===== src/rtl/dff_cfg_pkg.sv =====
// Shared types for the configurable flip-flop and its passive configuration identifier.
package dff_cfg_pkg;

    localparam int unsigned CFG_W = 3;

    // Field order fixes the code: bit2 async reset, bit1 negedge clock, bit0 active-low reset.
    typedef struct packed {
        logic async_rst;
        logic neg_edge;
        logic rst_low;
    } cfg_t;

    typedef enum logic [CFG_W-1:0] {
        CFG_POS_SYNC_HIGH  = 3'd0,
        CFG_POS_SYNC_LOW   = 3'd1,
        CFG_NEG_SYNC_HIGH  = 3'd2,
        CFG_NEG_SYNC_LOW   = 3'd3,
        CFG_POS_ASYNC_HIGH = 3'd4,
        CFG_POS_ASYNC_LOW  = 3'd5,
        CFG_NEG_ASYNC_HIGH = 3'd6,
        CFG_NEG_ASYNC_LOW  = 3'd7
    } cfg_code_e;

    typedef enum logic [1:0] {
        ST_IDLE,
        ST_OBSERVE,
        ST_DECIDE,
        ST_DONE
    } state_t;

endpackage


===== src/rtl/dff_cfg_evidence.sv =====
// Probe sample pipeline, event decode and saturating evidence counters.
module dff_cfg_evidence
    import dff_cfg_pkg::*;
#(
    parameter int unsigned CNT_W = 8
) (
    input  logic             clk,
    input  logic             rst,
    input  logic             clear,
    input  logic             observe,
    input  logic             probe_clk,
    input  logic             probe_rst,
    input  logic             probe_d,
    input  logic             probe_q,
    output logic [CNT_W-1:0] pos_hits,
    output logic [CNT_W-1:0] neg_hits,
    output logic [CNT_W-1:0] hold_hi,
    output logic [CNT_W-1:0] hold_lo,
    output logic [CNT_W-1:0] async_hits
);

    logic s_clk, s_rst, s_d, s_q;
    logic p_clk, p_rst, p_d, p_q;
    logic s_obs, p_obs;
    logic pe, ne, qchg, armed, count_en;
    logic pos_ev, neg_ev, hold_hi_ev, hold_lo_ev, async_ev;

    // Each sample carries a tag saying whether it was taken inside the window.
    always_ff @(posedge clk) begin
        if (rst) begin
            {s_clk, s_rst, s_d, s_q} <= 4'b0000;
            {p_clk, p_rst, p_d, p_q} <= 4'b0000;
            s_obs <= 1'b0;
            p_obs <= 1'b0;
        end else begin
            {s_clk, s_rst, s_d, s_q} <= {probe_clk, probe_rst, probe_d, probe_q};
            {p_clk, p_rst, p_d, p_q} <= {s_clk, s_rst, s_d, s_q};
            s_obs <= observe;
            p_obs <= s_obs;
        end
    end

    always_comb begin
        pe         = s_clk & ~p_clk;
        ne         = ~s_clk & p_clk;
        qchg       = s_q ^ p_q;
        armed      = p_d ^ p_q;
        count_en   = observe & s_obs & p_obs;
        pos_ev     = pe & armed & (s_q == p_d);
        neg_ev     = ne & armed & (s_q == p_d);
        hold_hi_ev = (pe | ne) & armed & ~s_q & p_rst;
        hold_lo_ev = (pe | ne) & armed & ~s_q & ~p_rst;
        // A drop coinciding with a clock edge is clock evidence, never async evidence.
        async_ev   = qchg & ~s_q & ~pe & ~ne;
    end

    always_ff @(posedge clk) begin
        if (rst || clear) begin
            pos_hits   <= '0;
            neg_hits   <= '0;
            hold_hi    <= '0;
            hold_lo    <= '0;
            async_hits <= '0;
        end else if (count_en) begin
            if (pos_ev && (pos_hits != '1))       pos_hits   <= pos_hits + CNT_W'(1);
            if (neg_ev && (neg_hits != '1))       neg_hits   <= neg_hits + CNT_W'(1);
            if (hold_hi_ev && (hold_hi != '1))    hold_hi    <= hold_hi + CNT_W'(1);
            if (hold_lo_ev && (hold_lo != '1))    hold_lo    <= hold_lo + CNT_W'(1);
            if (async_ev && (async_hits != '1))   async_hits <= async_hits + CNT_W'(1);
        end
    end

endmodule


===== src/rtl/dff_cfg_identifier.sv =====
// Passively observes a flip-flop's pins for one window and decodes its 3-bit configuration.
module dff_cfg_identifier
    import dff_cfg_pkg::*;
#(
    parameter int unsigned WINDOW = 256,
    parameter int unsigned CNT_W  = 8
) (
    input  logic clk,
    input  logic rst,
    input  logic start,
    input  logic probe_clk,
    input  logic probe_rst,
    input  logic probe_d,
    input  logic probe_q,
    output logic busy,
    output logic done,
    output logic cfg_valid,
    output cfg_t cfg
);

    localparam int unsigned WIN_W = $clog2(WINDOW);
    // OBSERVE spans WINDOW-1 cycles; DECIDE is the last busy cycle of the window.
    localparam logic [WIN_W-1:0] OBS_LAST = WIN_W'(WINDOW - 2);

    state_t           state, state_next;
    logic [WIN_W-1:0] win_cnt, win_next;
    logic             busy_next, done_next, valid_next;
    cfg_t             cfg_next, decision;
    logic             decision_valid, accept, observing;
    logic [CNT_W-1:0] pos_hits, neg_hits, hold_hi, hold_lo, async_hits;

    dff_cfg_evidence #(.CNT_W(CNT_W)) u_evidence (
        .clk        (clk),
        .rst        (rst),
        .clear      (accept),
        .observe    (observing),
        .probe_clk  (probe_clk),
        .probe_rst  (probe_rst),
        .probe_d    (probe_d),
        .probe_q    (probe_q),
        .pos_hits   (pos_hits),
        .neg_hits   (neg_hits),
        .hold_hi    (hold_hi),
        .hold_lo    (hold_lo),
        .async_hits (async_hits)
    );

    always_comb begin
        decision           = '0;
        decision.neg_edge  = neg_hits > pos_hits;
        decision.rst_low   = hold_lo > hold_hi;
        decision.async_rst = async_hits != '0;
        decision_valid     = (pos_hits != neg_hits) && (hold_hi != hold_lo);
    end

    assign observing = (state == ST_OBSERVE);

    always_comb begin
        state_next = state;
        win_next   = win_cnt;
        busy_next  = busy;
        done_next  = 1'b0;
        valid_next = cfg_valid;
        cfg_next   = cfg;
        accept     = 1'b0;
        case (state)
            ST_IDLE, ST_DONE: begin
                if (start) begin
                    accept     = 1'b1;
                    state_next = ST_OBSERVE;
                    win_next   = '0;
                    busy_next  = 1'b1;
                    valid_next = 1'b0;
                end
            end
            ST_OBSERVE: begin
                if (win_cnt == OBS_LAST) state_next = ST_DECIDE;
                else                     win_next   = win_cnt + WIN_W'(1);
            end
            ST_DECIDE: begin
                state_next = ST_DONE;
                busy_next  = 1'b0;
                done_next  = 1'b1;
                cfg_next   = decision;
                valid_next = decision_valid;
            end
            default: state_next = ST_IDLE;
        endcase
    end

    always_ff @(posedge clk) begin
        if (rst) begin
            state     <= ST_IDLE;
            win_cnt   <= '0;
            busy      <= 1'b0;
            done      <= 1'b0;
            cfg_valid <= 1'b0;
            cfg       <= '0;
        end else begin
            state     <= state_next;
            win_cnt   <= win_next;
            busy      <= busy_next;
            done      <= done_next;
            cfg_valid <= valid_next;
            cfg       <= cfg_next;
        end
    end

endmodule


===== config.mk =====
export PLATFORM = sky130hd
export DESIGN_NAME = dff_cfg_identifier
export DESIGN_NICKNAME = d
export VERILOG_FILES = /design/src/rtl/dff_cfg_pkg.sv /design/src/rtl/dff_cfg_evidence.sv /design/src/rtl/dff_cfg_identifier.sv
export SDC_FILE = /design/constraint.sdc
export NUM_CORES = 1
export LEC_CHECK = 0
export CORE_MARGIN = 2
export CORE_UTILIZATION = 40
export CTS_CLUSTER_SIZE = 30
export DETAILED_ROUTE_END_ITERATION = 10
export GPL_TIMING_DRIVEN = 0
export HOLD_SLACK_MARGIN = 0.08
export SLEW_MARGIN = 20
export SYNTH_ARGS = -nofsm -noshare
export SYNTH_HDL_FRONTEND = slang
export SYNTH_HIERARCHICAL = 1
export SYNTH_SLANG_ARGS = --single-unit

===== constraint.sdc =====
create_clock -name clk -period 2.64 [get_ports clk]
set_input_delay 0.528 -clock clk [delete_from_list [all_inputs] [get_ports clk]]
set_output_delay 0.528 -clock clk [all_outputs]
set_load 0.005 [all_outputs]

After elaboration in Yosys (flattened, before gate mapping)
Index checks and enable logic that the tools add are counted.
Word-level totals
  word-level logic and storage cells: 103
  bits of input ports: 7
  register bits after elaboration: 66
Operators by class
  muxes and demuxes: 13
  eq/ne operators: 15
  reduce and logical (&&, ||, !) cells: 20
  bitwise operators: 24
  add/subtract/negate cells: 6
  $lt $le $gt $ge: 2
Operator list (number)
  adder 8 x 1 -> 8 bit (second input constant): 6
  inequality test 8 bit (second input constant): 5
  > comparator 8 bit: 2
  2-to-1 mux 8 bit: 2
  inequality test 8 bit: 2
  case mux 8 bit (2 select lines): 1
  bitwise AND 1 bit: 15
  AND reduction 2 bit: 7
  equality test 8 bit (second input constant): 1
  nonzero test 8 bit: 1
  logical AND 1 bit: 6
  inequality test 2 bit (second input constant): 3
  NOT 1 bit: 6
  case mux 2 bit (3 select lines): 1
  2-to-1 mux 1 bit: 5
  equality test 2 bit (second input constant): 2
  2-to-1 mux 2 bit: 2
  case mux 1 bit (2 select lines): 2
  nonzero test 2 bit: 2
  AND reduction 3 bit: 1
  equality test 2 x 1 -> 1 bit (second input constant): 1
  zero test 2 bit: 1
  OR reduction 2 bit: 1
  bitwise XOR 1 bit: 2
  3 further kinds: 3

Longest topological paths before layout
  depth in word-level cells: 8
  mapped depth: 9
  gate-level depth less buffers: 8

Modules after synthesis
Netlist, hierarchy kept.
By module, submodules not included
  dff_cfg_evidence: sequential area each 1001.0 um^2, cells an instance 279, instances 1, area an instance 2426.1 um^2
  dff_cfg_identifier: sequential area each 320.3 um^2, cells an instance 151, instances 1, area an instance 1244.9 um^2

Worst setup path before layout
OpenSTA, ideal clock, no wires.
  path type: register -> register
  start point: register state[0]
  end point: register u_evidence.hold_hi[7]
  setup time: 60 ps
  arrival: 1883 ps
  slack: 697 ps
  path buffers: 1
  period minus slack after synthesis: 1943 ps
  cell stages (with the launch flop): 9
  cells stage by stage: dfxtp_1 inv_1 ha_1 nand2_1 inv_1 or2_2 clkbuf_1 or4_1 nand2_1
On the way
  longest elaborated chain between the ends: 4
RTL lines
  from (decl): RTL line dff_cfg_identifier.sv:25  | state_t state, state_next;
  from (signal assigned): RTL line dff_cfg_identifier.sv:100  | state <= state_next;
  equality test 2 bit or zero test 2 bit (tied branches): RTL line dff_cfg_identifier.sv:66  | case (state)
  OR reduction 2 bit (*): RTL line dff_cfg_identifier.sv:66
  2-to-1 mux 1 bit (*): RTL line dff_cfg_identifier.sv:66
  via accept: RTL line dff_cfg_identifier.sv:29  | logic decision_valid, accept, observing;
  logical OR 1 bit (*): RTL line dff_cfg_evidence.sv:58  | if (rst || clear) begin
  to (signal assigned): RTL line dff_cfg_evidence.sv:67  | if (hold_hi_ev && (hold_hi != '1)) hold_hi <= hold_hi + CNT_W'(1);
  to (decl): RTL line dff_cfg_evidence.sv:17  | output logic [CNT_W-1:0] hold_hi,
Mark *: on every way through the listed nets, which the timed path passes. The rest lies on a longest branch.
A chain may end at the register's enable or synchronous reset.

Worst setup path in the final report
  start point: register state[0]
  end point: register u_evidence.hold_lo[6]
On the way
  longest elaborated chain between the ends: 4
RTL lines
  equality test 2 x 1 -> 1 bit: RTL line dff_cfg_identifier.sv:56  | assign observing = (state == ST_OBSERVE);
  via observing: RTL line dff_cfg_identifier.sv:29
  bitwise AND 1 bit (2 in series): RTL line dff_cfg_evidence.sv:48  | count_en = observe & s_obs & p_obs;
  AND reduction 2 bit (no line)
  to (signal assigned): RTL line dff_cfg_evidence.sv:68  | if (hold_lo_ev && (hold_lo != '1)) hold_lo <= hold_lo + CNT_W'(1);
  to (decl): RTL line dff_cfg_evidence.sv:18  | output logic [CNT_W-1:0] hold_lo,
The timed path passes the listed nets, and every way through them passes these cells.

==> metrics.md <==
| Metric | Value |
|---|---|
| Outcome | `finished, final reports clean` |
| DIE WIDTH | `roughly 100 µm` |
| Netlist cell types | `between 60 and 70` |
| Clock sink count | `66` |
| Worst Hold Path EP | `u_evidence/p_rst` |
| Tcrit/Tclk final | `between 80% and 90%` |
| Worst Setup End Kind | `register` |
| Hold Violations, Final | `0` |
| Worst path top cell family by delay | `simple AND/OR/NAND/NOR gates` |
| Crit-path cells | `ha_1 -> nand4b_1 -> or3_4 -> buf_6 -> clkbuf_1 -> o31ai_1 -> a21oi_1` |
| Crit-path slowest cell | `or3_4` |
| CTS buffer count | `9` |
| Switch Pwr | `around 770 µW` |
| Htree depth | `3` |
| Post-detail-place hpwl | `5.89 mm` |
| Inst Count DP | `550` |
| Iteration-0 DRC Markers | `between 100 and 150` |
| CTS max path bufs | `2` |
| Fin util | `between 40 and 50%` |
| Detailed-route vias per instance | `just under 6` |
| GRT Util Overall | `between 10% and 20%` |
| Fin area | `about 4200 µm²` |
| Ant. Diodes | `0` |
| Row count | `34` |
| Drt pass-1 iters | `4` |
| Slew Limit Fails | `0` |
| Tot Pwr | `between 2 and 3 mW` |
| Max Clk Rate | `451 MHz` |
| Unrepaired setup endpoints after global routing | `no` |
| Ys flop type | `dfxtp_1` |
| Flop pwr share | `roughly two fifths` |
| Most frequent cells in the layout | `dfxtp_1 (66), a21oi_1 (44), nand2_1 (34)` |
| Worst VDD drop | `between 0.0002 and 0.0003 V` |
| Cell Int Power | `about 2 mW` |
| Dpl cell area | `a little under 4000 µm²` |
| Worst R2R Setup Slack | `roughly 0.42 ns` |
| MaxCap Viol Count | `0` |
| DR DRC count | `0` |
| Commonest non-fill, non-tap cell in the layout | `dfxtp_1` |
| Layout Nets | `between 400 and 500` |
| Setup violators final | `0` |
| Core area | `approximately 8800 µm²` |
| Tmin final | `around 2.2 ns` |
| Net Sw Frac | `about 28%` |
| Arrival time worst endpoint | `2.43 ns` |
| GR Overflow Total | `0` |
| Placer congestion estimate | `around 0.81` |
| FFs w/ async S/R, synth | `0%` |
| Synth Cell Area | `between 3000 and 4000 µm²` |
| Post-Synthesis Cells | `430` |
| Synth Warn # | `6` |
| R2r startpoint | `state[0]` |
| CTS root buf | `clkbuf_8` |
| Pleak | `between 1 and 1.5 nW` |
| Power Dens Cells | `668 nW/µm²` |
| Routed wire per std cell | `14.7 µm` |
| Initial antenna violation count | `0` |
| Post-route insts no fill | `between 500 and 600` |
| Routed Antenna Nets | `0` |
| Startpoint of the worst hold path | `u_evidence/s_rst` |
| Num ports | `13` |
| Setup bufs post-CTS | `0` |
| Worst Tran Pin Value | `between 0.9 and 1 ns` |
| RR Endpoint | `u_evidence/hold_lo[6]` |
| Initial core utilization | `a little over two fifths` |
| Die Span Y | `~100 µm` |
| Hold-fix buffers, CTS | `0` |
| Die Area | `between 9000 and 10,000 µm²` |
| Filler cells | `roughly 870` |
| Slew HR | `34.6%` |
| Vias in the first global route | `between 3,000 and 4,000` |
| Setup tns final | `0 ns` |
| Area Overhead vs Synth | `14.2%` |
| Worst Setup Start Kind | `register` |
| Comb pwr share | `20.0%` |
| WP data required | `roughly 2.9 ns` |
| Flops & latches, synth | `between 60 and 70` |
| Number of flops mapped to enable cells by yosys | `0` |
| Setup Skew | `between 0.009 and 0.01 ns` |
| Syn Area/Cell | `roughly 8.5 µm²` |
| Drt total wl | `8.34 mm` |
| Reg2Reg Depth | `7` |
| Post_cts resized | `0` |
| Crit Path Max Fanout | `10` |
| CTS tree | `done` |
| Clk_lat worst skew | `about 0.35 ns` |
| Clock slew at reported path FFs | `around 0.08 ns` |
| Clock Power Share | `about 41%` |
| Worst Hold Depth | `1` |
| Post-Syn Nets | `approximately 470` |
| Slowest stage delay, CP | `roughly 0.42 ns` |
| First-pass GRT wire length | `between 10 and 15 mm` |
| Largest net degree at the start of global routing | `12` |
| Layout cell share with drive strength beyond 1 | `7.86%` |
| CP Class | `register to register` |
| Register area share after synthesis | `between 30% and 40%` |
| Total number of vias | `~3,300` |
| Hold WC Path Type | `register to register` |
| Port-buffer cells | `12` |
| CP Buf/Inv Count | `2` |
==> through the flow <==
stage                     hold slack, ns  setup WS [ns]
final                              0.442          0.423
after detailed placement           0.433          0.134
after floorplan                    0.414          0.697
after CTS                          0.452          0.382
after global routing               0.463          0.229
after global placement             0.420          0.151
==> synth_stat cells, drive strengths merged (3+ instances only) <==
master | number | area [µm²]
and3 | 6 | 38.8
ha | 28 | 350
buf | 4 | 37.5
or4 | 13 | 97.6
o31ai | 15 | 113
o311ai | 4 | 52.6
nor3 | 3 | 15.0
o41ai | 4 | 35.0
or3 | 15 | 100
mux2i | 6 | 60.1
dfxtp | 66 | 1320
or4b | 3 | 30.0
or2 | 5 | 31.3
o211ai | 6 | 45.0
nor2 | 19 | 71.3
a21oi | 44 | 220
nand3 | 18 | 95.1
clkbuf | 11 | 41.3
and2 | 4 | 26.3
and4 | 7 | 61.3
o21ai | 19 | 95.1
inv | 32 | 120
nor4 | 3 | 18.8
o32ai | 3 | 26.3
nand4 | 14 | 93.8
o2111ai | 4 | 41.3
nand3b | 3 | 22.5
nor2b | 11 | 68.8
nand2 | 34 | 128
==> state kept, by name, summed over array words and instances (netlist names), 2 cells and up <==
register	flops
state	2
u_evidence/pos_hits	8
u_evidence/hold_lo	8
u_evidence/neg_hits	8
u_evidence/async_hits	8
win_cnt	8
u_evidence/hold_hi	8
cfg	3
==> cell families after synthesis <==
kind of cell	count (synthesis)	share of synthesized area (%)
xor gates and xnor gates	3	0.716
adders and majority gates	28	9.54
buffers and inverters	48	5.52
DFF	66	36.0
muxes	6	1.64
AOI/OAI and AO/OA	113	20.2
and+or+nand+nor	166	26.3
==> worst max path at each step <==
stage,start,end,slack (ns),cells after the start
after floorplan,state[0],u_evidence/hold_hi[7],0.70,8
after global placement,start,u_evidence/async_hits[1],0.15,7
after detailed placement,start,u_evidence/async_hits[0],0.13,7
after CTS,state[0],u_evidence/async_hits[0],0.38,8
after global routing,state[0],u_evidence/neg_hits[0],0.23,8
final,state[0],u_evidence/hold_lo[6],0.42,7
==> per-layer routing <==
metal	global-route usage [%]	up-vias	routed length, µm
met5	0	-	0
met4	7.80	0	118
met3	3.76	10	295
met2	28.1	42	3780
met1	24.3	1558	4140
li1	-	1662	-
==> power groups by stage <==
stage	registers [mW]	clock network, mW	logic, mW
2_1_floorplan	1.11	0	0.397
3_5_place_dp	1.11	0	0.563
4_1_cts	1.09	1.18	0.567
6_report	1.09	1.15	0.561
3_3_place_gp	1.11	0	0.558
5_1_grt	1.10	1.23	0.627
==> final cells by class <==
class	count	area (µm²)	area share (%)
multi-input combinational	316	2150	51.2
sequential	66	1320	31.5
clock buffer	11	141	3.37
tap	108	135	3.22
clock inverter	5	125	2.98
inverter	33	124	2.95
timing repair buffer	12	120	2.86
buffer	15	78.8	1.88
Note: power is estimated with default switching activity, not from simulation.
